===== src/rtl/tdm_arb_pkg.sv =====
// tdm_arb_pkg: shared FSM state type and phase encoding helper for the TDM slot arbiter
package tdm_arb_pkg;
  typedef enum logic [1:0] {IDLE, GRANT, GUARD} arb_state_t;
  function automatic logic [31:0] bin2gray(input logic [31:0] b);
    return b ^ (b >> 1);
  endfunction
endpackage


===== src/rtl/tdm_slot_arbiter_rr_pick.sv =====
// rr_pick: combinational round-robin pick, first set req after index last (wrapping)
module rr_pick #(
  parameter int NUM_REQ = 4,
  localparam int OWNER_W = $clog2(NUM_REQ)
) (
  input  logic [NUM_REQ-1:0] req,
  input  logic [OWNER_W-1:0] last,
  output logic               valid,
  output logic [OWNER_W-1:0] idx
);
  // scan from farthest to nearest so the nearest set request after last wins
  always_comb begin
    idx = '0;
    for (int k = NUM_REQ; k >= 1; k--)
      if (req[(int'(last) + k) % NUM_REQ]) idx = OWNER_W'((int'(last) + k) % NUM_REQ);
  end
  assign valid = |req;
endmodule


===== src/rtl/tdm_slot_arbiter.sv =====
// tdm_slot_arbiter: round-robin time-boxed arbiter with guard gap; TDM_ARB_GRAY_PHASE_EN selects Gray-coded phase output
module tdm_slot_arbiter
  import tdm_arb_pkg::*;
#(
  parameter int NUM_REQ = 4,
  parameter int SLOT_LEN = 6,
  localparam int OWNER_W = $clog2(NUM_REQ),
  localparam int PHASE_W = $clog2(SLOT_LEN)
) (
  input  logic               clk,
  input  logic               rst,
  input  logic               en,
  input  logic [NUM_REQ-1:0] req,
  input  logic [NUM_REQ-1:0] done,
  output logic [NUM_REQ-1:0] grant,
  output logic [OWNER_W-1:0] owner,
  output logic [PHASE_W-1:0] phase,
  output logic               slot_start,
  output logic               timeout,
  output logic               busy
);
  localparam logic [PHASE_W-1:0] PHASE_MAX = PHASE_W'(SLOT_LEN - 1);
  arb_state_t state_q, state_d;
  logic [OWNER_W-1:0] owner_q, owner_d, last_q, last_d, pick_idx;
  logic [PHASE_W-1:0] phase_q, phase_d;
  logic timeout_q, timeout_d, pick_valid, in_grant, start, at_limit, slot_end;

  rr_pick #(.NUM_REQ(NUM_REQ)) u_pick (
    .req(req),
    .last(last_q),
    .valid(pick_valid),
    .idx(pick_idx)
  );

  // state and slot bookkeeping registers
  always_ff @(posedge clk) begin
    if (rst) begin
      state_q   <= IDLE;
      owner_q   <= '0;
      phase_q   <= '0;
      last_q    <= OWNER_W'(NUM_REQ - 1);
      timeout_q <= 1'b0;
    end else begin
      state_q   <= state_d;
      owner_q   <= owner_d;
      phase_q   <= phase_d;
      last_q    <= last_d;
      timeout_q <= timeout_d;
    end
  end

  // next state: slot ends on done, dropped request or phase limit; guard gap always follows
  always_comb begin
    in_grant  = state_q == GRANT;
    start     = en && pick_valid;
    at_limit  = phase_q == PHASE_MAX;
    slot_end  = done[owner_q] || !req[owner_q] || at_limit;
    state_d   = in_grant ? (slot_end ? GUARD : GRANT) : (start ? GRANT : IDLE);
    owner_d   = (!in_grant && start) ? pick_idx : owner_q;
    phase_d   = (in_grant && !slot_end) ? phase_q + 1'b1 : '0;
    last_d    = (in_grant && slot_end) ? owner_q : last_q;
    timeout_d = in_grant && at_limit && !done[owner_q] && req[owner_q];
  end

  // outputs decoded purely from registered state
  always_comb begin
    busy       = state_q == GRANT;
    grant      = busy ? NUM_REQ'(1) << owner_q : '0;
    slot_start = busy && phase_q == '0;
    timeout    = timeout_q;
    owner      = owner_q;
`ifdef TDM_ARB_GRAY_PHASE_EN
    phase      = PHASE_W'(bin2gray(32'(phase_q)));
`else
    phase      = phase_q;
`endif
  end
endmodule


===== config.mk =====
export PLATFORM = sky130hd
export DESIGN_NAME = tdm_slot_arbiter
export DESIGN_NICKNAME = d
export VERILOG_FILES = /design/src/rtl/tdm_arb_pkg.sv /design/src/rtl/tdm_slot_arbiter_rr_pick.sv /design/src/rtl/tdm_slot_arbiter.sv
export SDC_FILE = /design/constraint.sdc
export NUM_CORES = 1
export LEC_CHECK = 0
export ABC_CLOCK_PERIOD_IN_PS = 2300
export BUFFER_PORTS_ARGS = -buffer_cell sky130_fd_sc_hd__buf_4
export CORE_MARGIN = 4
export CORE_UTILIZATION = 40
export CTS_CLUSTER_SIZE = 16
export DETAILED_ROUTE_END_ITERATION = 6
export HOLD_SLACK_MARGIN = 0.15
export PLACE_DENSITY_LB_ADDON = 0.05
export SLEW_MARGIN = 10
export SYNTH_ARGS = -nofsm -noshare
export SYNTH_HDL_FRONTEND = slang
export SYNTH_SLANG_ARGS = --single-unit

===== constraint.sdc =====
create_clock -name clk -period 2.3 [get_ports clk]
set_clock_uncertainty 0.05 [all_clocks]
set_input_delay 0.46 -clock clk [delete_from_list [all_inputs] [get_ports clk]]
set_output_delay 0.46 -clock clk [all_outputs]
set_load 0.02 [all_outputs]

# == Word level (Yosys, flattened, before mapping) ==
# Index checks and enable logic that the tools add are counted.
# classes
addsub,5
n_lt_le_gt_ge,5
n_eq_ne,2
shift,1
mux,24
bitwise_logic,5
reduce_logical,21
# ops
operator,n
$lt A3 B4 Y1 const B,4
$bmux W1 S2,6
$mux W2,6
$mux W1,11
$reduce_or A2 Y1,5
$logic_and A1 B1 Y1,8
$add A2 B1 Y2 const B,2
$add A2 B2 Y2 const B,2
$and A1 B1 Y1 const A,4
$logic_not A1 Y1,4
$mux W4,1
$reduce_or A4 Y1,1
$shl A1 B2 Y4 const A,1
$add A3 B1 Y3 const B,1
$eq A3 B3 Y1 const B,1
$logic_not A3 Y1,1
$lt A2 B3 Y1 const B,1
$eq A2 B1 Y1 const B,1
$logic_or A1 B1 Y1,2
$not A1 Y1,1
# word_totals
regBits,10
in_bits,11
out_inout_bits,12

# == Longest topological paths before layout ==
# Gate-level depths: netlist (run 1).
# logic_depth
word_depth,10
mapped_depth,6
mapped_depth_nobuf,6

# == Hierarchy ==
# A second synthesis (run 1) with hierarchy kept.
# unflattened
cells_unflattened,72
area_unflattened_um2,614.3
# by_module_without_submodules
mod,instances,cells_each,area_each_um2
tdm_slot_arbiter,1,58,523.0
rr_pick,1,14,91.3

# == Least setup slack after synthesis (run 1) ==
# Ideal clock, no wire load.
# synth_timing
path_type,reg2reg
startpoint,"register owner_q[0], in the netlist owner[0]"
endpoint,"register phase_q[2], in the netlist phase[2]"
setup_ps,62
arrival_time_ps,1668
t_required_ps,2188
setup_slack_ps,519
path_stages_with_launch,4
n_path_buf,0
period_less_slack_ps,1781
path_cell_list,dfxtp_1 mux4_2 or4_4 nor2_2
# synth_between
elab_chain_cells,9
# synth_rtl
element,line,text
start: declaration,tdm_slot_arbiter.sv:24,"logic [OWNER_W-1:0] owner_q, owner_d, last_q, last_d, pick_idx;"
start signal: assignment,tdm_slot_arbiter.sv:45,owner_q <= owner_d;
$bmux W1 S2,tdm_slot_arbiter.sv:57,slot_end = done[owner_q] || !req[owner_q] || at_limit;
$mux W1 (implied by the code),tdm_slot_arbiter.sv:57,
$logic_not A1 Y1,tdm_slot_arbiter.sv:57,
$logic_or A1 B1 Y1 * (2 in series),tdm_slot_arbiter.sv:57,
$logic_not A1 Y1 *,tdm_slot_arbiter.sv:60,phase_d = (in_grant && !slot_end) ? phase_q + 1'b1 : '0;
$logic_and A1 B1 Y1 *,tdm_slot_arbiter.sv:60,
$not A1 Y1 (no source line) *,--,
$reduce_or A2 Y1 (no source line) *,--,
end signal: assignment,tdm_slot_arbiter.sv:46,phase_q <= phase_d;
end: declaration,tdm_slot_arbiter.sv:25,"logic [PHASE_W-1:0] phase_q, phase_d;"
# Mark *: on every way between the ends. The rest lies on a longest branch, timed or not. The select of a mux whose other input is x is not followed.
# A chain may end at the register's enable or synchronous reset.

# == Final worst setup path (run 1) ==
# layout_timing
startpoint,register state_q[1]
endpoint,output grant[3]
# layout_between
elab_chain_cells,2
# layout_rtl
element,line,text
start: declaration,tdm_slot_arbiter.sv:23,"arb_state_t state_q, state_d;"
start signal: assignment,tdm_slot_arbiter.sv:44,state_q <= state_d;
$eq A2 B1 Y1,tdm_slot_arbiter.sv:67,busy = state_q == GRANT;
$mux W4,tdm_slot_arbiter.sv:68,grant = busy ? NUM_REQ'(1) << owner_q : '0;
end: declaration,tdm_slot_arbiter.sv:15,"output logic [NUM_REQ-1:0] grant,"
# No other way between the ends.

==> key figures, run 1 <==
Outcome
  – Status: finished, final reports clean

Pwr
  – Leak pwr: a little under 0.4 nW
  – Peak supply drop: a little over 0.0003 V
  – PD cells: approximately 550 nW/um^2

Worst setup path
  – Crit. End Element: output port
  – Slowest-stage cell, CP: dfxtp_1
  – Crit path cell chain: nand2b_1, inv_1, and3_1, buf_4
  – Crit path DAT: 1380 ps
  – CP max FO: 9
  – Worst path required time: 1790 ps
  – Buf/Inv on CP: 2
  – Kind of critical path: reg -> out
  – Startpoint Class: register
  – Cell family with most CP delay: simple AND/OR/NAND/NOR gates
  – Delay of the slowest critical-path stage: 300 ps

GRT
  – Initial antenna violation count: 0
  – Largest net degree at the start of global routing: 10
  – Wire length of the first global-routing pass: 2297 um
  – Vias in the first global route: 540
  – GRT Overall Usage: about 15%
  – Gr ovfl total: 0

Clock network
  – Num CTS Buffers: 3
  – Root Buffer: clkbuf_4
  – TritonCTS clock tree: built
  – Deepest clock path buffer count: 2
  – Worst-path clk slew: approximately 70 ps
  – Clock sink total: 10
  – Post-CTS Setup Bufs: 0
  – Post-CTS sizing: 0
  – Worst-Skew Late Latency: 260 ps
  – H-tree Lvls: 1
  – Hold-fix buffers at CTS: 0

Synth
  – Main synth FF type: dfxtp_1
  – Syn_area_per_cell: 8.541 sq um
  – Yosys reg bits: 10
  – Number of flops mapped to enable cells by yosys: 0
  – Most common cell in the netlist: dfxtp_1
  – Synth area leader: dfxtp_1
  – Mapped Area: just under 600 sq um
  – Net Count, Synth: a little over 80
  – Post-synth cell types: 31
  – Synth Warn #: 0
  – Top cell type's share of synthesized area: between 30 and 40%
  – Syn Inst Count: 69
  – Seq/Total Area, Yosys: 33.97%
  – Synth top cells by count: dfxtp_1 (10), inv_1 (8), nand2b_1 (5), o21ai_0 (5), a21oi_1 (4)
  – Synth area leaders: dfxtp_1 (34%), ha_1 (6.4%), nand2b_1 (5.3%), inv_1 (5.1%), o21ai_0 (4.2%)
  – Ys async rst share: 0%

Layout
  – Sequential standard cell area: around 200 sq um
  – Design area: approximately 810 sq um
  – Synth-to-layout area growth: 36.73%
  – Fin nets: 109
  – Fill cells: around 140
  – Fraction of layout cells with a size suffix above 1: between 30% and 40%
  – Area of the multi-input gates: 355.3 sq um
  – # diodes: 0

STA
  – Slew @ Worst Pin: 325.1 ps
  – Unrepaired setup endpoints after global routing: false
  – Max Clk Rate: 0.5286 GHz
  – Final hold vios: 0
  – Fin crit share: 82.25%
  – Max transition margin: 78.33%
  – Setup TNS: 0 ps
  – Tmin final: 1892 ps
  – Slew Limit Fails: 0
  – Final Setup Violations: 0

Placed design
  – Port bufs: 22
  – Hpwl dp: 1122 um
  – Placed cell area: approximately 770 sq um
  – Gp weighted congestion: 0.7964

Drt
  – Wire per inst: about 13 um
  – Vias per cell: 5.211
  – First-pass DRT Iterations: 4
  – Vias: 568
  – Post-Route WL: 1367 um
  – # DRC: 0
  – Antenna viol nets, final: 0
  – DRT iter0 DRCs: 20

Floorplanning
  – Die width: 46.39 um
  – Chip Height: 46.39 um
  – Total core area: 1350 sq um
  – Die area: 2152 sq um
  – Cell Rows: 13
  – Ports: 23
  – Initial Util: 43.65%

Min path
  – Hold crit path type: in -> reg

Run
  – Max-Cap Viols: 0
-- cell type report --
cell class	instances	area share (%)
multi-input cells	50	44.10
well taps	15	2.329
clock buffers	4	4.503
inverters	8	3.727
repair buffers	22	20.50
flip-flops and latches	10	24.84
-- registers in the layout, indices dropped and copies added, names as in the netlist --
register and cells:
phase 3, owner 2, last_q 2, state_q 2, timeout 1
-- cell families (layout without fill, tap and decap cells) --
group	count (synthesis)	after routing	share of synthesized area, %
xor gates and xnor gates	1	1	1.486
AOI/OAI and AO/OA	17	17	18.68
buffers and inverters	9	34	5.732
DFF	10	10	33.97
and+or+nand+nor	27	27	28.24
adders and majority gates	3	3	6.370
muxes	2	2	5.520
-- worst reg2reg max path, delay by kind of cell (launching register included) --
family           cells  cell delay [ps]
DFF                  1              480
and+or+nand+nor      2              580
muxes                1              600
-- cell usage in the layout (no fill, tap or decap), types with 3 or more instances in the layout --
cell type and instances:
buf_4 22, dfxtp_1 10, inv_1 8, nand2b_1 5, o21ai_0 5, a21oi_1 4
nor3_1 3, nor2_1 3, ha_1 3, clkbuf_4 3
-- through the flow --
step | total power, mW | hold slack [ps] | std cells | setup slack (ps) | util, %
after floorplan | 0.2499 | 427.3 | 69 | 519.5 | -
after global routing | 0.4699 | 376.6 | 109 | 313.8 | 59.68
final | 0.4460 | 366.9 | 109 | 408.3 | 59.68
after global placement | 0.2910 | 461.3 | 105 | 394.3 | 57.00
after CTS | 0.4498 | 362.6 | 109 | 397.3 | 59.68
after detailed placement | 0.2920 | 428.1 | 105 | 366.1 | 57.00
-- routing by layer --
| layer | vias up | wire length (um) | track usage (%) |
|---|---|---|---|
| li1 | 299 | - | - |
| met1 | 239 | 657 | 20.56 |
| met2 | 28 | 559 | 22.80 |
| met3 | 2 | 137 | 3.516 |
| met4 | 0 | 12 | 5.114 |
| met5 | - | 0 | 0 |
-- path summary, 6_finish.rpt --
path	end	cells after the start	slack [ps]	startpoint
max reg2reg	phase[1]$_SDFF_PP0_	3	520	owner[0]$_SDFFE_PP0P_
max	grant[3]	4	410	state_q[1]$_SDFF_PP0_
min reg2reg	phase[0]$_SDFF_PP0_	1	440	phase[0]$_SDFF_PP0_
min	owner[1]$_SDFFE_PP0P_	2	370	rst
-- power by group --
group          internal, mW  total, mW  switching (mW)
logic                0.0461     0.0946          0.0484
clock network        0.0960      0.158          0.0624
registers             0.182      0.193          0.0111
Power figures use the tool's default switching activity.
==> run 2, diff against run 1 <==
ABC_CLOCK_PERIOD_IN_PS = 1900   (was 2300)
clock period = 1.9 ns   (was 2.3 ns; I/O delays follow)
==> key figures, run 2 (synthesis gave the netlist of run 1 again) <==
Outcome
  – Status: finished, final reports clean

Drt
  – Wire per inst: between 10 and 15 um
  – First-pass DRT Iterations: 4
  – DRT iter0 DRCs: 9
  – Post-Route WL: 1452 um
  – Routed met3 length: 141 um
  – Vias per cell: 5.436
  – Vias: 598
  – Antenna viol nets, final: 0
  – # DRC: 0
  – Metal-1 WL: 668 um
  – Top Layer Used: met4
  – WL met2: 619 um

STA
  – Slew @ Worst Pin: 301.5 ps
  – Fin crit share: 91.52%
  – Setup TNS: 0 ps
  – Final hold vios: 0
  – Unrepaired setup endpoints after global routing: false
  – Max Clk Rate: 0.5751 GHz
  – Slew Limit Fails: 0
  – Max transition margin: 79.72%
  – Final Setup Violations: 0
  – Fin worst setup slack: 161.1 ps
  – Tmin final: between 1500 and 2000 ps

Worst setup path
  – Startpoint Class: register
  – Crit path DAT: about 1300 ps
  – RR Startpoint: owner[0]$_SDFFE_PP0P_
  – Crit. End Element: output port
  – FF-to-FF path depth: 3
  – Kind of critical path: reg -> out
  – Worst reg-to-reg setup slack: 260 ps
  – Worst path required time: 1470 ps
  – RR Endpoint: phase[1]$_SDFF_PP0_
  – CP max FO: 9

Layout
  – Fill cells: 123
  – Fraction of layout cells with a size suffix above 1: approximately 37%
  – Commonest non-fill, non-tap cell in the layout: buf_4
  – Largest register FFs: 3
  – Synth-to-layout area growth: 38.43%
  – Commonest non-fill, non-tap cells in the layout: buf_4 (23), dfxtp_1 (10), inv_1 (8)
  – # diodes: 0
  – Fin nets: 110
  – Layout Cells excl Fill: 110

Floorplanning
  – Initial Util: 43.65%
  – Chip Height: 46.39 um
  – Cell Rows: 13
  – Ports: 23
  – Die area: 2152 sq um
  – Total core area: between 1000 and 1500 sq um
  – Die width: 46.39 um

Placed design
  – Port bufs: 22
  – Hpwl dp: ~1100 um
  – Gp weighted congestion: 0.8160
  – Placed Instances: 106
  – Pre-CTS WS: 28.35 ps

GRT
  – Gr ovfl total: 0
  – Initial antenna violation count: 0
  – GRT Overall Usage: 16.14%
  – Largest net degree at the start of global routing: 10
  – Wire length of the first global-routing pass: 2421 um
  – Vias in the first global route: approximately 570

Pwr
  – PD cells: 677.8 nW/um^2
  – Leak pwr: 0.3898 nW
  – Peak supply drop: 0.0002824 V
  – Final Power: 552.9 uW

Clock network
  – Clock sink total: 10
  – Worst-path clk slew: around 80 ps
  – Hold-fix buffers at CTS: 0
  – Worst-Skew Late Latency: around 270 ps
  – Deepest clock path buffer count: 2
  – Root Buffer: clkbuf_4
  – H-tree Lvls: 1
  – TritonCTS clock tree: built
  – Num CTS Buffers: 3

Min path
  – Hold Path End: owner[1]$_SDFFE_PP0P_
  – Hold depth: 2
  – Hold crit path type: in -> reg
  – Hold path start: rst

Run
  – Max-Cap Viols: 0
==> run 2: how the worst max path moves through the flow <==
stage                          startpoint             endpoint  cells past startpoint  slack (ps)
floorplan           owner[0]$_SDFFE_PP0P_  phase[2]$_SDFF_PP0_                      3         120
global placement                  done[0]  phase[2]$_SDFF_PP0_                      5          70
detailed placement                done[0]  phase[1]$_SDFF_PP0_                      5          30
CTS                 state_q[1]$_SDFF_PP0_             grant[3]                      4          60
global route        state_q[1]$_SDFF_PP0_             grant[3]                      4         100
finish              state_q[1]$_SDFF_PP0_             grant[3]                      4         160
==> run 2: critical path, stage by stage (launching register included) <==
cell,delay (ps)
dfxtp_1,300
nand2b_2,240
inv_1,190
and3_1,170
buf_4,130
==> run 2: timing repair <==
item	in CTS	in global routing
endpoints found under the setup margin	0	2
gates resized for setup	0	1
setup buffers	0	0
==> run 2: where the power goes <==
| part | internal (mW) | switching, mW | total, mW |
|---|---|---|---|
| combinational | 0.0591 | 0.0632 | 0.122 |
| sequential | 0.220 | 0.0113 | 0.231 |
| clock | 0.116 | 0.0827 | 0.199 |
| total | 0.396 | 0.157 | 0.553 |
==> run 2: final cells by class <==
| cell class | instances | area (sq um) | share of cell area (%) |
|---|---|---|---|
| multi-input combinational | 50 | 357.8 | 43.87 |
| sequential | 10 | 200.2 | 24.54 |
| timing repair buffer | 23 | 172.7 | 21.17 |
| clock buffer | 4 | 36.28 | 4.448 |
| inverter | 8 | 30.03 | 3.681 |
| tap | 15 | 18.77 | 2.301 |
==> run 2: metrics by stage <==
stage	util [%]	instance area [sq um]	hold WS, ps
after floorplan	-	589.3	399.1
after global placement	57.55	777.0	458.2
after detailed placement	57.55	777.0	427.9
after CTS	60.24	813.3	273.2
after global routing	60.43	815.8	281.5
final	60.43	815.8	280.1
==> run 2: metal layers <==
metal	track usage, %	vias up
met4	6.818	0
met1	21.25	266
met3	5.859	4
met5	0	-
met2	23.35	27
li1	-	301
==> run 3, diff against run 2 <==
CORE_UTILIZATION = 45   (was 40)
==> key figures, run 3 (synthesis gave the netlist of run 1 again) <==
Outcome
  – Status: finished, final reports clean

GRT
  – Initial antenna violation count: 0
  – Gr ovfl total: 0
  – Largest net degree at the start of global routing: 10
  – Vias in the first global route: 500
  – Wire length of the first global-routing pass: approximately 2200 um
  – GRT Overall Usage: approximately 15%

Clock network
  – Worst-Skew Late Latency: between 200 and 300 ps
  – Clock sink total: 10
  – Post-CTS Setup Bufs: 0
  – H-tree Lvls: 1
  – Worst-path clk slew: roughly 80 ps
  – TritonCTS clock tree: built
  – Hold-fix buffers at CTS: 0
  – Num CTS Buffers: 3
  – Deepest clock path buffer count: 2
  – Root Buffer: clkbuf_4

Placed design
  – Port bufs: 22
  – Placed cell area: 775.7 sq um
  – Hpwl dp: approximately 1100 um
  – Gp weighted congestion: 0.8708

Floorplanning
  – Die width: 44.19 um
  – Initial Util: between 50% and 60%
  – Chip Height: 44.19 um
  – Total core area: around 1200 sq um
  – Ports: 23
  – Die area: 1953 sq um
  – Cell Rows: 12

Worst setup path
  – Crit path DAT: around 1300 ps
  – Startpoint Class: register
  – FF-to-FF path depth: 3
  – Kind of critical path: reg -> out
  – CP max FO: 9
  – RR Startpoint: owner[0]$_SDFFE_PP0P_
  – RR Endpoint: phase[2]$_SDFF_PP0_
  – Crit. End Element: output port
  – Worst reg-to-reg setup slack: 270 ps
  – Worst path required time: about 1500 ps

Layout
  – Area of the multi-input gates: 357.8 sq um
  – Fin nets: 110
  – Synth-to-layout area growth: 38.22%
  – # diodes: 0
  – Sequential standard cell area: 200.2 sq um
  – Commonest non-fill, non-tap cell in the layout: buf_4
  – Fraction of layout cells with a size suffix above 1: ~37%
  – Design area: 814.5 sq um
  – Fill cells: 104
  – Commonest non-fill, non-tap cells in the layout: buf_4 (23), dfxtp_1 (10), inv_1 (8)
  – Largest register FFs: 3

Drt
  – Vias: 579
  – # DRC: 0
  – Wire per inst: 12.71 um
  – First-pass DRT Iterations: 4
  – Antenna viol nets, final: 0
  – Post-Route WL: 1385 um
  – Vias per cell: 5.312
  – DRT iter0 DRCs: 21

STA
  – Slew @ Worst Pin: 258.7 ps
  – Final hold vios: 0
  – Fin crit share: between 90% and 100%
  – Max transition margin: 82.73%
  – Final Setup Violations: 0
  – Unrepaired setup endpoints after global routing: false
  – Setup TNS: 0 ps
  – Max Clk Rate: about 0.57 GHz
  – Slew Limit Fails: 0
  – Tmin final: 1740 ps

Pwr
  – Leak pwr: 0.3898 nW
  – Peak supply drop: 0.0004562 V
  – PD cells: 681.8 nW/um^2

Min path
  – Hold Path End: owner[1]$_SDFFE_PP0P_
  – Hold path start: rst
  – Hold crit path type: in -> reg
  – Hold depth: 2

Run
  – Max-Cap Viols: 0
## run 3: worst max path at each step
stage                               start                    end  slack (ps)  cells after the start
finish              state_q[1]$_SDFF_PP0_               grant[3]         160                      4
global route        state_q[1]$_SDFF_PP0_               grant[3]          60                      4
CTS                 state_q[1]$_SDFF_PP0_               grant[3]          40                      4
detailed placement                done[3]    phase[1]$_SDFF_PP0_          60                      5
global placement                  done[3]  state_q[0]$_SDFF_PP0_          60                      5
floorplan           owner[0]$_SDFFE_PP0P_    phase[2]$_SDFF_PP0_         120                      3
## run 3: through the flow
stage               std cells  utilization, %  power (mW)  hold slack (ps)  setup WS [ps]
finish                    109           69.55      0.5553            262.2          160.1
floorplan                  69               -      0.3025            399.1          119.5
detailed placement        105           66.24      0.3564            430.9          56.97
global route              109           69.55      0.5781            268.8          55.77
global placement          105           66.24      0.3553            442.6          61.32
CTS                       109           69.34      0.5554            261.0          35.21
## run 3: what timing repair did
| item | in CTS | in global routing |
|---|---|---|
| setup endpoints to repair | 0 | 2 |
| endpoints found under the hold margin | 0 | 0 |
| resized for setup | 0 | 1 |
## run 3: area by class of cell
cell class / count / share of cell area [%]
Sequential cell: 10 / 24.58
Multi-Input combinational cell: 50 / 43.93
Clock buffer: 4 / 4.455
Inverter: 8 / 3.687
Tap cell: 14 / 2.151
Timing Repair Buffer: 23 / 21.20
## run 3: critical path: stages (launching register included)
cell	delay, ps
dfxtp_1	300
nand2b_2	240
inv_1	180
and3_1	180
buf_4	140
## run 3: per-layer routing
metal,global-route usage [%],vias to the layer above,part of all wire [%]
li1,-,298,-
met1,21.41,253,48
met2,21.80,28,42
met3,4.878,0,9.5
met4,3.614,0,0
met5,0,-,0
## run 3: where the power goes
group	total, mW	leakage (nW)	internal [mW]	switching (mW)
logic	0.121	0.287	0.0592	0.0620
registers	0.231	0.0816	0.220	0.0110
clock network	0.203	0.0210	0.117	0.0863
total	0.555	0.390	0.396	0.159
